--- src/rtl/ifetch_prefetch.sv ---
// ifetch_prefetch: sequential instruction prefetcher with an in-order response
// queue and a redirect (branch/jump) flush path.
//
// Optional build macro: IFETCH_MISALIGN_TRAP_EN
//   defined   : a misaligned redirect target parks the block in HALT and queues
//               one marker entry {pc=target, data=0, misaligned=1}.
//   undefined : redirect targets are forced to word alignment; HALT unused.
//
// state | meaning
// ------+---------------------------------------------------------------
// IDLE  | first cycle after reset release, no requests
// RUN   | normal sequential fetching
// HALT  | misaligned target pending, leaves only through a redirect
module ifetch_prefetch #(
    parameter int unsigned     XLEN            = 32,
    parameter int unsigned     DEPTH           = 4,
    parameter int unsigned     MAX_OUTSTANDING = 2,
    parameter logic [XLEN-1:0] RESET_PC        = '0
) (
    input  logic            clk,
    input  logic            cpu_rstn,
    input  logic            redirect_valid,
    input  logic [XLEN-1:0] redirect_pc,
    output logic            req_valid,
    input  logic            req_ready,
    output logic [XLEN-1:0] req_addr,
    input  logic            rsp_valid,
    input  logic [XLEN-1:0] rsp_data,
    output logic            instr_valid,
    input  logic            instr_ready,
    output logic [XLEN-1:0] instr_data,
    output logic [XLEN-1:0] instr_pc,
    output logic            instr_misaligned
);

    localparam int unsigned PW = $clog2(DEPTH);
    localparam int unsigned CW = PW + 1;
    localparam int unsigned SW = CW + 1;
    localparam int unsigned OW = $clog2(MAX_OUTSTANDING + 1);

    localparam logic [OW-1:0] MAX_OUT = OW'(MAX_OUTSTANDING);
    localparam logic [SW-1:0] DEPTH_C = SW'(DEPTH);

    localparam logic [1:0] ST_IDLE = 2'd0;
    localparam logic [1:0] ST_RUN  = 2'd1;
    localparam logic [1:0] ST_HALT = 2'd2;

    logic [1:0]      state;
    logic [XLEN-1:0] fetch_pc;
    logic [XLEN-1:0] resp_pc;
    logic [OW-1:0]   outstanding;
    logic [OW-1:0]   outstanding_next;
    logic [OW-1:0]   discard;
    logic [CW-1:0]   count;
    logic [PW-1:0]   rd_ptr;
    logic [PW-1:0]   wr_ptr;
    logic [SW-1:0]   credit_sum;

    logic [XLEN-1:0] q_data [DEPTH];
    logic [XLEN-1:0] q_pc   [DEPTH];

    logic            redirect_eff;
    logic [XLEN-1:0] target_pc;
    logic            mis_tgt;
    logic            mis_push;
    logic            accept;
    logic            rsp_ok;
    logic            rsp_push;
    logic            push;
    logic            pop;

`ifdef IFETCH_MISALIGN_TRAP_EN
    logic             mis_pending;
    logic [DEPTH-1:0] q_mis;

    assign target_pc        = redirect_pc;
    assign mis_tgt          = (redirect_pc[1:0] != 2'b00);
    assign mis_push         = (state == ST_HALT) && mis_pending && (discard == '0) && !redirect_eff;
    assign instr_misaligned = q_mis[rd_ptr];
`else
    logic unused_pc_lsb;

    assign unused_pc_lsb    = ^redirect_pc[1:0];
    assign target_pc        = {redirect_pc[XLEN-1:2], 2'b00};
    assign mis_tgt          = 1'b0;
    assign mis_push         = 1'b0;
    assign instr_misaligned = 1'b0;
`endif

    // Redirects are ignored only while the block is still in IDLE.
    assign redirect_eff = redirect_valid && (state != ST_IDLE);

    // Credit check counts in-flight requests against free queue slots, so a
    // response always has somewhere to land.
    assign credit_sum = SW'(outstanding) + SW'(count);
    assign req_valid  = (state == ST_RUN) && !redirect_valid &&
                        (outstanding < MAX_OUT) && (credit_sum < DEPTH_C);
    assign req_addr   = fetch_pc;

    assign accept           = req_valid && req_ready;
    assign rsp_ok           = rsp_valid && (outstanding != '0);
    assign outstanding_next = outstanding + OW'(accept) - OW'(rsp_ok);
    assign rsp_push         = rsp_ok && (discard == '0);
    assign push             = rsp_push || mis_push;
    assign pop              = instr_valid && instr_ready;

    assign instr_valid = (count != '0);
    assign instr_data  = q_data[rd_ptr];
    assign instr_pc    = q_pc[rd_ptr];

    // Control state: FSM, fetch/response PCs, in-flight and discard counters.
    always_ff @(posedge clk or negedge cpu_rstn) begin
        if (!cpu_rstn) begin
            state       <= ST_IDLE;
            fetch_pc    <= RESET_PC;
            resp_pc     <= RESET_PC;
            outstanding <= '0;
            discard     <= '0;
`ifdef IFETCH_MISALIGN_TRAP_EN
            mis_pending <= 1'b0;
`endif
        end else begin
            outstanding <= outstanding_next;
            if (redirect_eff) begin
                fetch_pc <= target_pc;
                resp_pc  <= target_pc;
                // Every request still unanswered after this edge belongs to
                // the old stream; a response landing right now is dropped.
                discard  <= outstanding_next;
                state    <= mis_tgt ? ST_HALT : ST_RUN;
`ifdef IFETCH_MISALIGN_TRAP_EN
                mis_pending <= mis_tgt;
`endif
            end else begin
                if (accept) begin
                    fetch_pc <= fetch_pc + XLEN'(4);
                end
                if (rsp_ok && (discard != '0)) begin
                    discard <= discard - OW'(1);
                end
                if (rsp_push) begin
                    resp_pc <= resp_pc + XLEN'(4);
                end
                if (state == ST_IDLE) begin
                    state <= ST_RUN;
                end
`ifdef IFETCH_MISALIGN_TRAP_EN
                if (mis_push) begin
                    mis_pending <= 1'b0;
                end
`endif
            end
        end
    end

    // Instruction queue: circular buffer, flushed by redirect.
    always_ff @(posedge clk or negedge cpu_rstn) begin
        if (!cpu_rstn) begin
            rd_ptr <= '0;
            wr_ptr <= '0;
            count  <= '0;
            for (int i = 0; i < int'(DEPTH); i++) begin
                q_data[i] <= '0;
                q_pc[i]   <= '0;
            end
`ifdef IFETCH_MISALIGN_TRAP_EN
            q_mis <= '0;
`endif
        end else if (redirect_eff) begin
            rd_ptr <= '0;
            wr_ptr <= '0;
            count  <= '0;
        end else begin
            if (push) begin
                q_data[wr_ptr] <= mis_push ? '0 : rsp_data;
                q_pc[wr_ptr]   <= resp_pc;
`ifdef IFETCH_MISALIGN_TRAP_EN
                q_mis[wr_ptr]  <= mis_push;
`endif
                wr_ptr <= wr_ptr + PW'(1);
            end
            if (pop) begin
                rd_ptr <= rd_ptr + PW'(1);
            end
            count <= count + CW'(push) - CW'(pop);
        end
    end

`ifndef SYNTHESIS
    // A response with nothing in flight means the memory side broke protocol.
    rsp_without_request : assert property (@(posedge clk) disable iff (!cpu_rstn)
        !(rsp_valid && (outstanding == '0)));
`endif

endmodule

--- config.mk ---
export PLATFORM = sky130hd
export DESIGN_NAME = ifetch_prefetch
export DESIGN_NICKNAME = d
export VERILOG_FILES = /design/src/rtl/ifetch_prefetch.sv
export SDC_FILE = /design/constraint.sdc
export NUM_CORES = 1
export LEC_CHECK = 0
export CORE_ASPECT_RATIO = 0.7
export CORE_MARGIN = 5
export CORE_UTILIZATION = 30
export CTS_BUF_LIST = sky130_fd_sc_hd__clkbuf_2 sky130_fd_sc_hd__clkbuf_4 sky130_fd_sc_hd__clkbuf_8
export CTS_CLUSTER_DIAMETER = 30
export DETAILED_ROUTE_END_ITERATION = 16
export SLEW_MARGIN = 30
export SYNTH_ARGS = -nofsm -noshare
export SYNTH_HDL_FRONTEND = slang
export SYNTH_SLANG_ARGS = --single-unit
--- constraint.sdc ---
create_clock -name clk -period 3.3 [get_ports clk]
set_clock_uncertainty 0.1 [all_clocks]
set_input_delay 0.33 -clock clk [delete_from_list [all_inputs] [get_ports clk]]
set_output_delay 0.33 -clock clk [all_outputs]
set_load 0.1 [all_outputs]
==> reports/metrics.cfg <==
[setup_path]
crit_path_end_kind = output pin
worstPathRequired_ps = 2870
crit_path_start_kind = register
cp.arrival_ps = 2520
critPathKind = register to output pin
worst-path-max-fanout = 27

[global_routing]
track_usage_pct = 14.0
grt_pass1_vias = 10600
grt_max_degree = 82
met3_usage_pct = 4.43
gr-usage-met2_pct = 21.7
grt_overflow = 0
grt_most_used_layer = met2
grt_pass1_wl_mm = 60.0
antenna_found_initial = 0
grt_use_met1_pct = 19.1

[synth]
yosysWarningCount = 0
yosys.area.top_type = dfrtp_1
ys_types = 56
synthTopCellsByArea = dfrtp_1 (54%), mux2_2 (18%), mux4_2 (9.5%)
synth_top_area_share_pct = 54.3
seq_area_frac_synth_pct = 54.3
synthArstFlopShare_pct = 100
ys_ff_latch = 320
syn_area_per_cell_um2 = 13.9
netlist_instances = 1065
synth-main-ff-cell = dfrtp_1
synth-edff-count = 0
syn-cell-area_mm2 = 0.0148

[timing]
rsz0062_at_grt = no
worstMarginPinSlew_ps = 983
setup_violations = 0
relSlewSlack_pct = 34.3
fmax_mhz = 339
timing.final.crit_period_ps = 2950
finalCritPeriodShare_pct = 89.5
drv_slew = 0
final_hold_viol_count = 0
tns_ps = 0

[clocking]
numCtsBuffers = 72
clkLatencyLatePin_ps = 640
cts_tree = yes
htree_levels = 3
cts.sinks = 320
clk_path_buf_depth = 3
post_cts_buffers = 0
cts-root-buf = clkbuf_8
clk_pin_slew_worst_paths_ps = 60

[routing]
antenna_left = 0
drtIter0Drc = 560
drcViolationCount = 0
wl_per_cell_um = 18.5
firstDrtPassIters = 5
via_per_inst = 4.79
wl_mm = 36.7
routed-via-count = 9492

[placement]
dpl_cell_area_mm2 = 0.0171
routabilityCongestion = 0.807
dp_hpwl_mm = 24.4
port_buffers = 161

[floorplanning]
die_w_um = 275
core_mm2 = 0.0490
row_count = 68
fp.dieArea_mm2 = 0.0538
design.portCount = 169
initial_core_util_pct = 30.1
die_h_um = 196

[run]
drv_cap = 0

[layout]
area_delta_synth_final_pct = 28.1
nets = 1341
final_cell_area_mm2 = 0.0189
finish.utilization_pct = 38.6
fillers = 4727
antenna_cells = 0
final_layout_size_suffix_gt1_share_pct = 42.6

[hold_path]
min_path_type = input port to async pin

[status]
status = complete, no violations

## per-stage QoR
stage	instances	worst slack (ps)	hold slack [ps]
finish	1980	346	190
global route	1980	166	209
CTS	1980	217	163
detailed placement	1848	423	277
global placement	1848	415	266
floorplan	1069	144	-65.6
## worst max-delay path, stage by stage (launching register included)
cell	delay, ps
dfrtp_4	650
buf_12	290
mux4_2	630
buf_4	270
## cells by family after synthesis
| group | after synthesis | share of synthesized area (%) |
|---|---|---|
| XOR/XNOR | 56 | 3.32 |
| other | 2 | 0.0509 |
| buffers and inverters | 88 | 2.77 |
| flip-flops | 320 | 54.3 |
| AND/OR/NAND/NOR | 206 | 7.64 |
| multiplexers | 304 | 27.9 |
| AO/OA/AOI/OAI | 76 | 2.88 |
| adder cells (fa/ha/maj) | 13 | 1.15 |
## cell usage after synthesis, drive strengths merged, types with 2 or more instances
library cell,count
a211oi,5
a21oi,50
and2,7
and3,7
and4,3
buf,46
clkbuf,25
conb,2
dfrtp,320
ha,12
inv,17
mux2,240
mux2i,2
mux4,62
nand2,42
nand3,30
nand4,24
nor2,51
nor3,13
nor3b,2
nor4,17
o21ai,12
or3,4
or4,2
xnor2,28
xor2,28
## placed cells by master (no fill, tap or decap), types with 13 or more instances in the layout
| master | instances |
|---|---|
| clkdlybuf4s50_1 | 86 |
| inv_1 | 16 |
| nand2_1 | 37 |
| buf_12 | 13 |
| clkbuf_8 | 81 |
| xor2_1 | 28 |
| nand3_1 | 29 |
| xnor2_1 | 28 |
| mux4_2 | 62 |
| a21oi_1 | 50 |
| nor2_1 | 50 |
| dfrtp_1 | 318 |
| nand4_1 | 23 |
| mux2_2 | 240 |
| buf_4 | 85 |
| bufinv_16 | 15 |
| nor3_1 | 13 |
## flip-flops by register name, summed over array words and instances (netlist names)
name,cells
wr_ptr,2
q_data,128
state,1
q_pc,120
rd_ptr,2
resp_pc,30
req_addr,30
discard,2
count,3
outstanding,2
## metal layers
metal	vias to the layer above	share of wire, %
met5	-	0
li1	4285	-
met1	4945	46
met2	196	47
met4	0	2.0
met3	66	5.6
## worst paths after layout
check | startpoint | end | slack (ps) | cells past startpoint
min in group clk | redirect_pc[13] | req_addr[13] | 240 | 3
worst max register to register | outstanding[1] | discard[1] | 530 | 12
worst min register to register | q_pc[105] | q_pc[105] | 380 | 2
worst max-delay path | rd_ptr[0] | instr_pc[30] | 350 | 3
worst min-delay path | cpu_rstn | q_data[13] | 190 | 2
max in group asynchronous | cpu_rstn | q_data[124] | 1970 | 3
## layout make-up
cell class,instances,area (um2),share of cell area (%)
well taps,665,832,4.40
inverters,17,66.3,0.351
multi-input cells,661,6380,33.7
repair buffers,186,1780,9.44
clock inverters,40,639,3.38
clock buffers,91,1190,6.29
flip-flops and latches,320,8020,42.4
## what timing repair did
action                     CTS  global route
setup endpoints to repair    0             0
hold buffers                 1             0
gates resized for setup      0             0
hold endpoints to repair    74             0
Power is not shown: default switching activity piles up to over one toggle a cycle in this logic, so the estimate is an artifact.
